### src/rtl/sm83_irq_pkg.sv
// Shared constants and types for the SM83 interrupt controller.
// The optional request synchronizer is selected with SM83_IRQ_SYNC_EN.
package sm83_irq_pkg;

    typedef logic [7:0] irq_vec_t;

    localparam logic [15:0] IF_ADDR_DEF = 16'hFF0F;
    localparam logic [15:0] IE_ADDR_DEF = 16'hFFFF;

    localparam int IRQ_VBLANK = 0;
    localparam int IRQ_STAT   = 1;
    localparam int IRQ_TIMER  = 2;
    localparam int IRQ_SERIAL = 3;
    localparam int IRQ_JOYPAD = 4;

    localparam irq_vec_t IF_UNUSED_MASK = 8'hE0;

    // Ones in the positions of the implemented interrupt sources.
    function automatic irq_vec_t impl_mask(input int num_irq);
        irq_vec_t m;
        m = '0;
        for (int i = 0; i < 8; i++) begin
            if (i < num_irq) m[i] = 1'b1;
        end
        return m;
    endfunction

endpackage

### src/rtl/sm83_irq_edge_det.sv
// Per-bit rising-edge detector for peripheral interrupt requests.
// With SM83_IRQ_SYNC_EN defined, each request first passes a 2-flop synchronizer.
module sm83_irq_edge_det
    import sm83_irq_pkg::*;
#(
    parameter int WIDTH = 5
) (
    input  logic             clk,
    input  logic             rst_n,
    input  logic [WIDTH-1:0] req_in,
    output logic [WIDTH-1:0] rise
);

    logic [WIDTH-1:0] src;
    logic [WIDTH-1:0] req_d;
    logic [WIDTH-1:0] req_q;

`ifdef SM83_IRQ_SYNC_EN
    logic [WIDTH-1:0] sync1_d;
    logic [WIDTH-1:0] sync1_q;
    logic [WIDTH-1:0] sync2_d;
    logic [WIDTH-1:0] sync2_q;

    always_comb begin
        sync1_d = req_in;
        sync2_d = sync1_q;
    end

    // Synchronizer resets to ones so a line high across reset looks already seen.
    always_ff @(posedge clk or negedge rst_n) begin
        if (!rst_n) begin
            sync1_q <= '1;
            sync2_q <= '1;
        end else begin
            sync1_q <= sync1_d;
            sync2_q <= sync2_d;
        end
    end

    assign src = sync2_q;
`else
    assign src = req_in;
`endif

    always_comb begin
        req_d = src;
        rise  = src & ~req_q;
    end

    always_ff @(posedge clk or negedge rst_n) begin
        if (!rst_n) begin
            req_q <= '1;
        end else begin
            req_q <= req_d;
        end
    end

endmodule

### src/rtl/sm83_irq_ctrl.sv
// SM83 interrupt controller: IF/IE registers, request latching, ack clearing and MMIO access.
// Build with SM83_IRQ_SYNC_EN to synchronize IRQ_REQ before edge detection.
module sm83_irq_ctrl
    import sm83_irq_pkg::*;
#(
    parameter logic [15:0] IF_ADDR = IF_ADDR_DEF,
    parameter logic [15:0] IE_ADDR = IE_ADDR_DEF,
    parameter int          NUM_IRQ = 5
) (
    input  logic               CLK,
    input  logic               nRESET,
    input  logic [15:0]        A,
    input  logic [7:0]         D_IN,
    output logic [7:0]         D_OUT,
    output logic               D_OE,
    input  logic               RD,
    input  logic               WR,
    input  logic               MMIO_REQ,
    input  logic [NUM_IRQ-1:0] IRQ_REQ,
    input  logic [7:0]         CPU_IRQ_ACK,
    output logic [7:0]         CPU_IRQ_TRIG
);

    localparam irq_vec_t IMPL_MASK   = impl_mask(NUM_IRQ);
    localparam irq_vec_t UNUSED_MASK = ~IMPL_MASK;

    logic [NUM_IRQ-1:0] rise;
    irq_vec_t           rise_vec;

    logic     wr_d,   wr_q;
    irq_vec_t if_d,   if_q;
    irq_vec_t ie_d,   ie_q;
    irq_vec_t trig_d, trig_q;

    logic     wr_strike;
    logic     sel_if;
    logic     sel_ie;
    irq_vec_t set_wr;
    irq_vec_t clr_wr;

    sm83_irq_edge_det #(
        .WIDTH (NUM_IRQ)
    ) u_edge_det (
        .clk    (CLK),
        .rst_n  (nRESET),
        .req_in (IRQ_REQ),
        .rise   (rise)
    );

    assign rise_vec = irq_vec_t'(rise);
    assign sel_if   = (A == IF_ADDR);
    assign sel_ie   = (A == IE_ADDR);

    // MMIO strobes: a write takes effect once, on the first edge WR is seen high
    // with MMIO_REQ; a read is answered combinationally while RD and MMIO_REQ hold.
    always_comb begin
        wr_d      = WR;
        wr_strike = WR & ~wr_q & MMIO_REQ;
        set_wr    = '0;
        clr_wr    = '0;
        if (wr_strike && sel_if) begin
            set_wr = D_IN;
            clr_wr = ~D_IN;
        end
        // A new edge beats ack and write; a write beats ack.
        if_d   = (rise_vec | (if_q & ~CPU_IRQ_ACK & ~clr_wr) | set_wr) & IMPL_MASK;
        ie_d   = (wr_strike && sel_ie) ? D_IN : ie_q;
        trig_d = if_d & ie_d & IMPL_MASK;
    end

    always_ff @(posedge CLK or negedge nRESET) begin
        if (!nRESET) begin
            wr_q   <= 1'b0;
            if_q   <= '0;
            ie_q   <= '0;
            trig_q <= '0;
        end else begin
            wr_q   <= wr_d;
            if_q   <= if_d;
            ie_q   <= ie_d;
            trig_q <= trig_d;
        end
    end

    assign CPU_IRQ_TRIG = trig_q;

    always_comb begin
        D_OE  = RD & MMIO_REQ & (sel_if | sel_ie);
        D_OUT = '0;
        if (D_OE) begin
            D_OUT = sel_if ? (UNUSED_MASK | if_q) : ie_q;
        end
    end

endmodule

### config.mk
export PLATFORM = sky130hd
export DESIGN_NAME = sm83_irq_ctrl
export DESIGN_NICKNAME = d
export VERILOG_FILES = /design/src/rtl/sm83_irq_pkg.sv /design/src/rtl/sm83_irq_edge_det.sv /design/src/rtl/sm83_irq_ctrl.sv
export SDC_FILE = /design/constraint.sdc
export NUM_CORES = 1
export LEC_CHECK = 0
export ABC_AREA = 0
export CELL_PAD_IN_SITES_DETAIL_PLACEMENT = 2
export CELL_PAD_IN_SITES_GLOBAL_PLACEMENT = 2
export CORE_UTILIZATION = 22
export DETAILED_ROUTE_END_ITERATION = 7
export PLACE_DENSITY = 0.84
export SLEW_MARGIN = 20
export SYNTH_ARGS = -nofsm -noshare
export SYNTH_HDL_FRONTEND = slang
export SYNTH_SLANG_ARGS = --single-unit
### constraint.sdc
create_clock -name CLK -period 2.19 [get_ports CLK]
set_clock_uncertainty 0.15 [all_clocks]
set_input_delay 0.219 -clock CLK [delete_from_list [all_inputs] [get_ports CLK]]
set_output_delay 0.219 -clock CLK [all_outputs]
set_load 0.02 [all_outputs]
# --- Word-level counts from Yosys, hierarchy flattened ---
# Cells that the tools add are included.
# W data, S select, Z words.
word_totals:
  register_bits: 24
  elab_cells: 30
op_classes:
  eq_ne: 2
  muxes: 5
  bitwise: 16
  reduce_logical: 2
op_table:
  columns: ["operator", "count"]
  rows:
  - ["$eq A16 B16 Y1 const B", 2]
  - ["$mux W8", 3]
  - ["$and A5 B5 Y5", 4]
  - ["$not A5 Y5", 4]
  - ["$mux W5", 2]
  - ["$or A5 B5 Y5", 2]
  - ["$and A1 B1 Y1", 4]
  - ["$logic_and A1 B1 Y1", 2]
  - ["$not A1 Y1", 1]
  - ["$or A1 B1 Y1", 1]

# --- Depth between registers and ports, before layout ---
# Gate-level depths: netlist of run 1.
depth:
  depth_word: 10
  mapped_depth: 6
  ltp_nobuf: 5

# --- Modules after synthesis ---
# From an unflattened synthesis of run 1, not the netlist that was laid out.
unflattened:
  cells_unflattened: 127
  hier_area_um2: 1268.7
by_module_without_submodules:
  columns: ["mod", "n_inst", "cells_per_inst", "area_per_inst_um2", "seq_area_each_um2"]
  rows:
  - ["sm83_irq_ctrl", 1, 117, 1068.5, 475.5]
  - ["sm83_irq_edge_det", 1, 10, 200.2, 131.4]

# --- Worst setup path after synthesis of run 1 ---
# No wires, ideal clock.
synth_timing:
  path_kind: "in2out"
  startpoint: "input port A[14]"
  endpoint: "output port D_OUT[0]"
  arrival_time_ns: 1.538
  t_required_ns: 1.821
  slack_ns: 0.283
  path_stages: 6
  path_buffers: 1
  path_cell_list: "nand4_1 > nor3_1 > and2_1 > clkbuf_1 > mux2i_1 > nor2_1"
synth_via:
  elab_chain_cells: 4
  word_cells_on_any_way: 6
  classes_between: "eq/ne: 2; mux: 2; bitwise: 2"
synth_rtl:
  columns: ["item", "line_no", "source"]
  rows:
  - ["start: declaration", "sm83_irq_ctrl.sv:12", "input logic [15:0] A,"]
  - ["$eq A16 B16 Y1 (on tied branches)", "sm83_irq_ctrl.sv:51, sm83_irq_ctrl.sv:52", null]
  - ["$or A1 B1 Y1", "sm83_irq_ctrl.sv:88", "D_OE = RD & MMIO_REQ & (sel_if | sel_ie);"]
  - ["$and A1 B1 Y1", "sm83_irq_ctrl.sv:88", null]
  - ["$mux W8 *", "sm83_irq_ctrl.sv:90", "if (D_OE) begin"]
  - ["end: declaration", "sm83_irq_ctrl.sv:14", "output logic [7:0] D_OUT,"]
# Every way passes the cells marked *; elsewhere a longest branch is shown, timed or not.

# --- Worst setup path in the final report of run 1 ---
layout_timing:
  startpoint: "input port A[5]"
  endpoint: "output port D_OE"
layout_via:
  elab_chain_cells: 3
  word_cells_on_any_way: 4
  classes_between: "eq/ne: 2; bitwise: 2"
layout_rtl:
  columns: ["item", "line_no", "source"]
  rows:
  - ["$eq A16 B16 Y1 (on tied branches)", "sm83_irq_ctrl.sv:51, sm83_irq_ctrl.sv:52", null]
  - ["$or A1 B1 Y1 *", "sm83_irq_ctrl.sv:88", null]
  - ["$and A1 B1 Y1 *", "sm83_irq_ctrl.sv:88", null]
  - ["end: declaration", "sm83_irq_ctrl.sv:15", "output logic D_OE,"]
# Marked as above.

==> results by stage, run 1 <==
Global routing:
- The largest net degree at the start of global routing is 25.
- The final global-route overflow total is 0.
- The global router's overall resource usage is around 14%.
- The number of antenna violations at the first check in global routing is 0.
- The wire length of the first global-routing pass is between 5 and 6 mm.
- The number of global-route vias before repair came to 1171.

Finish:
- The design area is 0.00190 mm2.
- 0 antenna diodes ended up in the layout.
- The net count of the finished layout is ~220.
- The most common library cell in the layout ignoring fill and taps is clkdlybuf4s50_1.
- The fraction of the core area covered by cells at the end of the flow is 39.9%.
- In the layout the commonest cells are clkdlybuf4s50_1, buf_4, dfrtp_1.
- The area added between synthesis and finish is 72.4%.
- The fraction of layout instances using a drive strength above 1 is a little under a third.

Synthesis:
- The total of warnings raised by yosys is 0.
- The synthesized netlist cell count is 97.
- The largest area contributor in the synthesized netlist is dfrtp_1.
- The synthesis-stage register bit count is 24.
- Summing the areas of all compound-gate instances in the mapped netlist gives just over 3% of the synthesized area.
- The largest family of logic cells by synthesized area is simple AND/OR/NAND/NOR gates.
- The parity-gate share of the synthesized area counting xor and xnor cells is 0%.
- The sequential cell area fraction in the yosys report is 55.2%.
- The synthesized design devotes to its leading area cell type around 43% of total area.
- The post-synthesis share of cell area spent on and, or, nand and nor gates is between 10% and 20%.
- The post-synthesis cell area is between 0.001 and 0.0015 mm2.
- The count of unique library cells instantiated by Yosys is 22.
- Yosys attributes the largest share of cell area to dfrtp_1, dfstp_2, mux2i_1, mux2_2, nor2_1.
- After Yosys synthesis, full adders, half adders and majority gates account for 0% of the synthesized area.
- After synthesis, the mean cell area works out to between 10 and 15 um2.
- The mux contribution to synthesized area is 17.3%.

Critical path:
- The critical path goes through clkdlybuf4s50_1, and4_1, o2111ai_2, buf_4, inv_1, clkdlybuf4s15_2.
- The data required time of the worst path is approximately 1.8 ns.
- The cell type of the slowest stage on the worst timing path is clkdlybuf4s50_1.
- At the worst endpoint, the arrival time is 1.72 ns.
- STA classifies the critical path endpoint as a primary output.
- The worst-case register-to-register setup slack is around 0.42 ns.
- The startpoint-to-endpoint class of the critical path is input pin to primary output.
- The largest single stage delay on the critical path is roughly 0.52 ns.
- The kind of launch point of the worst setup path is an input pin.
- The maximum net fanout on the critical path is 7.

Floorplan:
- The number of placed I/O pins is 59.
- The initial utilization of the core area, before any placement, comes to around 23%.
- The area of the core is 0.00475 mm2.
- The height of the die is 72.7 um.
- The number of core rows is 25.
- The floorplan die area is ~0.0053 mm2.
- The die is around 73 um wide.

Placed design:
- Input and output buffers added on the ports amount to 52.
- The standard cell area after detailed placement is 0.00178 mm2.
- After legalization and detailed placement, the total HPWL measured about 2.7 mm.
- OpenSTA, run right after detailed placement, puts the worst setup slack at -0.606 ns.
- The routability congestion estimate is 0.645.

Drt:
- The via density per instance is roughly 4.2.
- The final layout contains routed wiring with a total length of 3.52 mm.
- Dividing the detail-routed wire length by the instance count gives around 15 um.
- For this run, design rule violations remaining after detail routing come to 0.
- The detailed router finished its first iteration with 11 violations.
- For this run, the detailed router's first-pass iteration total came to 2.
- Summing over every cut layer, the via total after detailed routing is just over 1000.
- The detail route stage leaves a number of antenna-violating nets equal to 0.

STA:
- Setup violations remaining at the end of the flow were counted as 0.
- Setup repair after global routing left no endpoint under its margin.
- The number of hold violations in the final report is 0.
- Hold timing on the final database bottoms out at a slack of about 0.16 ns.
- The total count of max-transition violations in the final report is 0.
- The post-layout worst setup margin is 0.104 ns.
- Static timing analysis puts the maximum clock frequency at around 480 MHz.
- The shortest period the worst path allows is 2.09 ns.
- The worst path uses 95.3% of the clock period.

Clocking:
- The number of buffers inserted during clock tree synthesis is 3.
- The number of sinks handled by clock tree synthesis is 24.
- For the worst-skew pair, the clock arrives at the later sink with an insertion delay of about 0.26 ns.
- Clock-pin slew was measured on the worst setup and hold paths at around 0.090 ns.
- TritonCTS built the clock tree.
- In this run the deepest clock path goes through 2 buffers.
- The root buffer cell is clkbuf_8.
- The maximum level of the CTS H-tree is 1.
- The hold buffer count at cts is 0.

Job:
- Max-cap violations in this run came to 0.

Power and ir drop:
- The analysis attributes to cell leakage a power of 0.878 nW.
- The cell area power density is about 470 mW/mm2.
- The worst voltage drop across the vdd grid is around 0.17 mV.

Min path:
- The path type of the worst min-delay path is input pin to asynchronous set/reset pin.

Status:
- The run finished with clean final reports.
[cell usage after synthesis (all sizes together)]
library cell,count
o2111ai,1
mux2i,10
nand2,1
dfstp,5
nor2,17
conb,1
and2,6
nor4,2
buf,3
inv,6
a21oi,5
and4,1
nor3,1
nand4,3
nand3,1
or3b,1
dfrtp,19
clkbuf,1
nor2b,5
mux2,8
[where the power goes]
group          internal (mW)  switching (mW)
Clock                  0.160           0.142
Combinational         0.0737          0.0478
Sequential             0.460         0.00634
Total                  0.694           0.196
[cell type report]
cell class              count  area, um2
flip-flops and latches     24        607
well taps                  67       83.8
multi-input cells          65        478
fillers                   530       2860
clock buffers               4       55.1
inverters                   6       22.5
repair buffers             74        649
[worst max-delay path, delay by kind of cell]
kind	cells	cell delay, ns
AOI/OAI and AO/OA	1	0.16
and+or+nand+nor	1	0.29
buffers and inverters	4	1.04
[state kept, by name, summed over array words and instances (netlist names)]
| name | cells |
|---|---|
| if_q | 5 |
| ie_q | 8 |
| CPU_IRQ_TRIG | 5 |
| u_edge_det.req_q | 5 |
| wr_q | 1 |
[through the flow]
step                      TNS [ns]  power, mW  instances
after floorplan                  0      0.504         99
after global placement       -5.16      0.587        226
after detailed placement     -6.90      0.594        226
after CTS                        0      0.901        240
after global routing             0      0.933        240
final                            0      0.891        240
[cell families (layout without fill, tap and decap cells)]
kind of cell    count (synthesis)  after routing
other cells                     1              3
mux                            18             18
flops                          24             24
simple gates                   38             38
compound gates                  6              6
buf+inv                        10             84
[routing by layer]
metal  vias up  GRT usage (%)  share of wire, %
met5         -              0                 0
met4         0           2.83              0.60
met3         2           2.90               6.4
met2        41           28.3                54
met1       499           14.7                39
li1        471              -                 -
[worst paths after layout]
check / start / end / depth (start not counted)
max in group asynchronous: nRESET / u_edge_det.req_q[4] / 2
min: nRESET / ie_q[1] / 2
max reg2reg: wr_q / CPU_IRQ_TRIG[3] / 5
min reg2reg: ie_q[6] / ie_q[6] / 1
max: A[5] / D_OE / 6
min in group CLK: IRQ_REQ[3] / u_edge_det.req_q[3] / 1
[timing repair]
action,CTS,global route
pin swaps,9,2
cloned,0,0
endpoints found under the hold margin,0,0
resized for setup,56,3
endpoints found under the setup margin,12,12
setup buffers,11,0
Note: power is estimated with default switching activity, not from simulation.
==> run 2, diff against run 1 <==
--- a/config.mk
+++ b/config.mk
@@ -8,6 +8,7 @@
 export ABC_AREA = 0
 export CELL_PAD_IN_SITES_DETAIL_PLACEMENT = 2
 export CELL_PAD_IN_SITES_GLOBAL_PLACEMENT = 2
+export CORE_MARGIN = 2
 export CORE_UTILIZATION = 22
 export DETAILED_ROUTE_END_ITERATION = 7
 export PLACE_DENSITY = 0.84
==> run 2 against run 1 <==
Effect of this change:
- power up 0.13%
- clock-buffer cell count unchanged
- routed wire length up 7.2%
- final cell count down 1.7%
- critical path depth up 1
- design area about the same
- flip-flop and latch count unchanged
- core utilization down 0.23 points
- die area up 5.6%
- largest cell class unchanged
- via count down 0.69%
==> results by stage, run 2 (synthesis results as in run 1) <==
Floorplan:
- The number of core rows is 25.
- In this run the count of I/O pins placed on the die edge is roughly 60.
- The die is roughly 75 um tall.
- The die covers 0.00558 mm2.
- For this configuration, the core starts out at a cell density of between 20% and 30%.
- The die is between 70 and 80 um wide.
- The area of the core is between 0.004 and 0.005 mm2.

Critical path:
- The maximum net fanout on the critical path is 5.
- The data arrival time of the critical path is 1.69 ns.
- The kind of launch point of the worst setup path is an input pin.
- The data required time of the worst path is approximately 1.8 ns.
- The worst setup path is captured at a primary output.
- The setup path with the least slack is of type input pin to primary output.

Finish:
- The fraction of the core area covered by cells at the end of the flow is about two fifths.
- Registers take 607 um2.
- The register with the most flip-flops in the layout has 8 of them.
- Leaving out fill and tap cells, the most frequent cell in the layout is clkdlybuf4s50_1.
- The fraction of layout instances using a drive strength above 1 is about 29%.
- Compared with the post-synthesis result, the final layout area differs by 72.5%.
- Summing all multi-input logic gate instances after layout gives approximately 490 um2.
- The register ranked first by flip-flop count is ie_q.
- The net count of the finished layout is 212.
- The number of antenna cells inserted is 0.
- In the layout the commonest cells are clkdlybuf4s50_1, dfrtp_1, buf_4.
- Fill cells in the final layout number 517.

Clocking:
- Clock tree synthesis inserted a total of 3 buffers.
- The maximum number of buffers from clock root to sink is 2.
- Buffers inserted to repair hold after CTS numbered 0.
- In this run the number of H-tree levels came out at 1.
- The later-pin clock latency in the skew report is between 0.2 and 0.3 ns.
- TritonCTS built the clock tree.
- The number of sinks handled by clock tree synthesis is 24.
- The root buffer cell chosen for the clock tree is clkbuf_8.
- The clock input transition at the sequential cells of the worst setup and hold paths is approximately 0.09 ns.

STA:
- Hold is met by around 0.17 ns.
- The final-layout setup total negative slack is 0 ns.
- Setup repair after global routing left no endpoint under its margin.
- Setup violations remaining at the end of the flow were counted as 0.
- The maximum achievable frequency is around 490 MHz.
- The shortest period the worst path allows is between 2 and 2.5 ns.
- The total count of max-transition violations in the final report was 0.
- The final critical-path share of the clock period is about 94%.
- The number of hold violations in the final report is 0.

Placed design:
- Routability-driven placement finished with a final weighted congestion of roughly 0.72.
- The detailed placer's ending HPWL is 2.79 mm.
- The count of input and output buffers is 52.

Global routing:
- The largest net degree at the start of global routing is 25.
- The number of global-route vias before repair is between 1000 and 1500.
- The final global-route overflow total is 0.
- Global routing used roughly 14% of the available tracks across all layers.
- The number of antenna violations at the first check in global routing is 0.
- The wire length of the first global-routing pass is about 5.6 mm.

Drt:
- The via density per instance is around 4.3.
- After detailed routing, the average wire length per cell comes to roughly 16 um.
- The detailed router finished its first iteration with 16 violations.
- The first TritonRoute pass finished after 2 iterations.
- In the routed design, unresolved DRC markers number 0.
- The detailed-route via count is about 1000.
- The total routed wirelength is roughly 3.8 mm.
- Once detail routing completed, the nets flagged for antenna violations numbered 0.

Job:
- The tool flagged a number of max-cap violations equal to 0.

Power and ir drop:
- The worst voltage drop across the vdd grid is 0.173 mV.
- The total leakage power is between 0.9 and 1 nW.
- The power consumption is 0.892 mW.
- Dividing total power by cell area gives a power density of ~470 mW/mm2.

Min path:
- The path class of the tightest hold or removal check is input pin to asynchronous set/reset pin.

Status:
- The flow ran to the end, and the final reports show no timing, DRC or antenna violations.
==> run 2: layout make-up <==
cell class	count	share of cell area (%)
Inverter	6	1.19
Tap cell	67	4.42
Multi-Input combinational cell	65	25.7
Timing Repair Buffer	70	33.8
Clock buffer	4	2.90
Sequential cell	24	32.0
==> run 2: repair_timing <==
action | 4_1_cts | 5_1_grt
pin swaps | 4 | 5
resized for setup | 48 | 14
endpoints found under the hold margin | 0 | 0
buffers inserted | 5 | 2
endpoints found under the setup margin | 13 | 14
gates cloned | 0 | 0
==> run 2: power by group <==
part / total [mW] / internal [mW] / switching [mW] / leakage [nW]
combinational: 0.122 / 0.0721 / 0.0498 / 0.578
sequential: 0.467 / 0.460 / 0.00695 / 0.307
clock: 0.303 / 0.161 / 0.142 / 0.0288
==> run 2: worst max-delay path: stages <==
cell             delay, ns
clkdlybuf4s50_1       0.46
nor4_4                0.25
and2_4                0.22
buf_6                 0.12
mux2i_1               0.18
nor2_1                0.07
buf_4                 0.15
==> run 2: through the flow <==
step | instances | area (um2) | setup slack (ns)
floorplan | 99 | 1110 | 0.283
global placement | 225 | 1770 | -0.465
detailed placement | 225 | 1770 | -0.554
CTS | 234 | 1850 | 0.00638
global route | 236 | 1900 | 0.0370
finish | 236 | 1900 | 0.132
==> run 2: layer usage <==
layer  vias up  share of wire, %  global-route usage, %
li1        465                 -                      -
met1       495                36                   14.5
met2        42                53                   25.8
met3         4               9.1                   3.75
met4         0               1.2                   5.95
met5         -                 0                      0
==> run 2: path summary, 6_finish.rpt <==
path                                  from                   to  slack [ns]  cells past startpoint
worst min-delay path                nRESET      CPU_IRQ_TRIG[4]        0.17                      2
worst max-delay path                  A[4]             D_OUT[0]        0.13                      7
max in group asynchronous           nRESET  u_edge_det.req_q[2]        1.41                      2
worst min register to register     ie_q[0]              ie_q[0]        0.38                      1
worst max register to register        wr_q      CPU_IRQ_TRIG[0]        0.45                      5
min in group CLK                IRQ_REQ[0]  u_edge_det.req_q[0]        0.22                      1
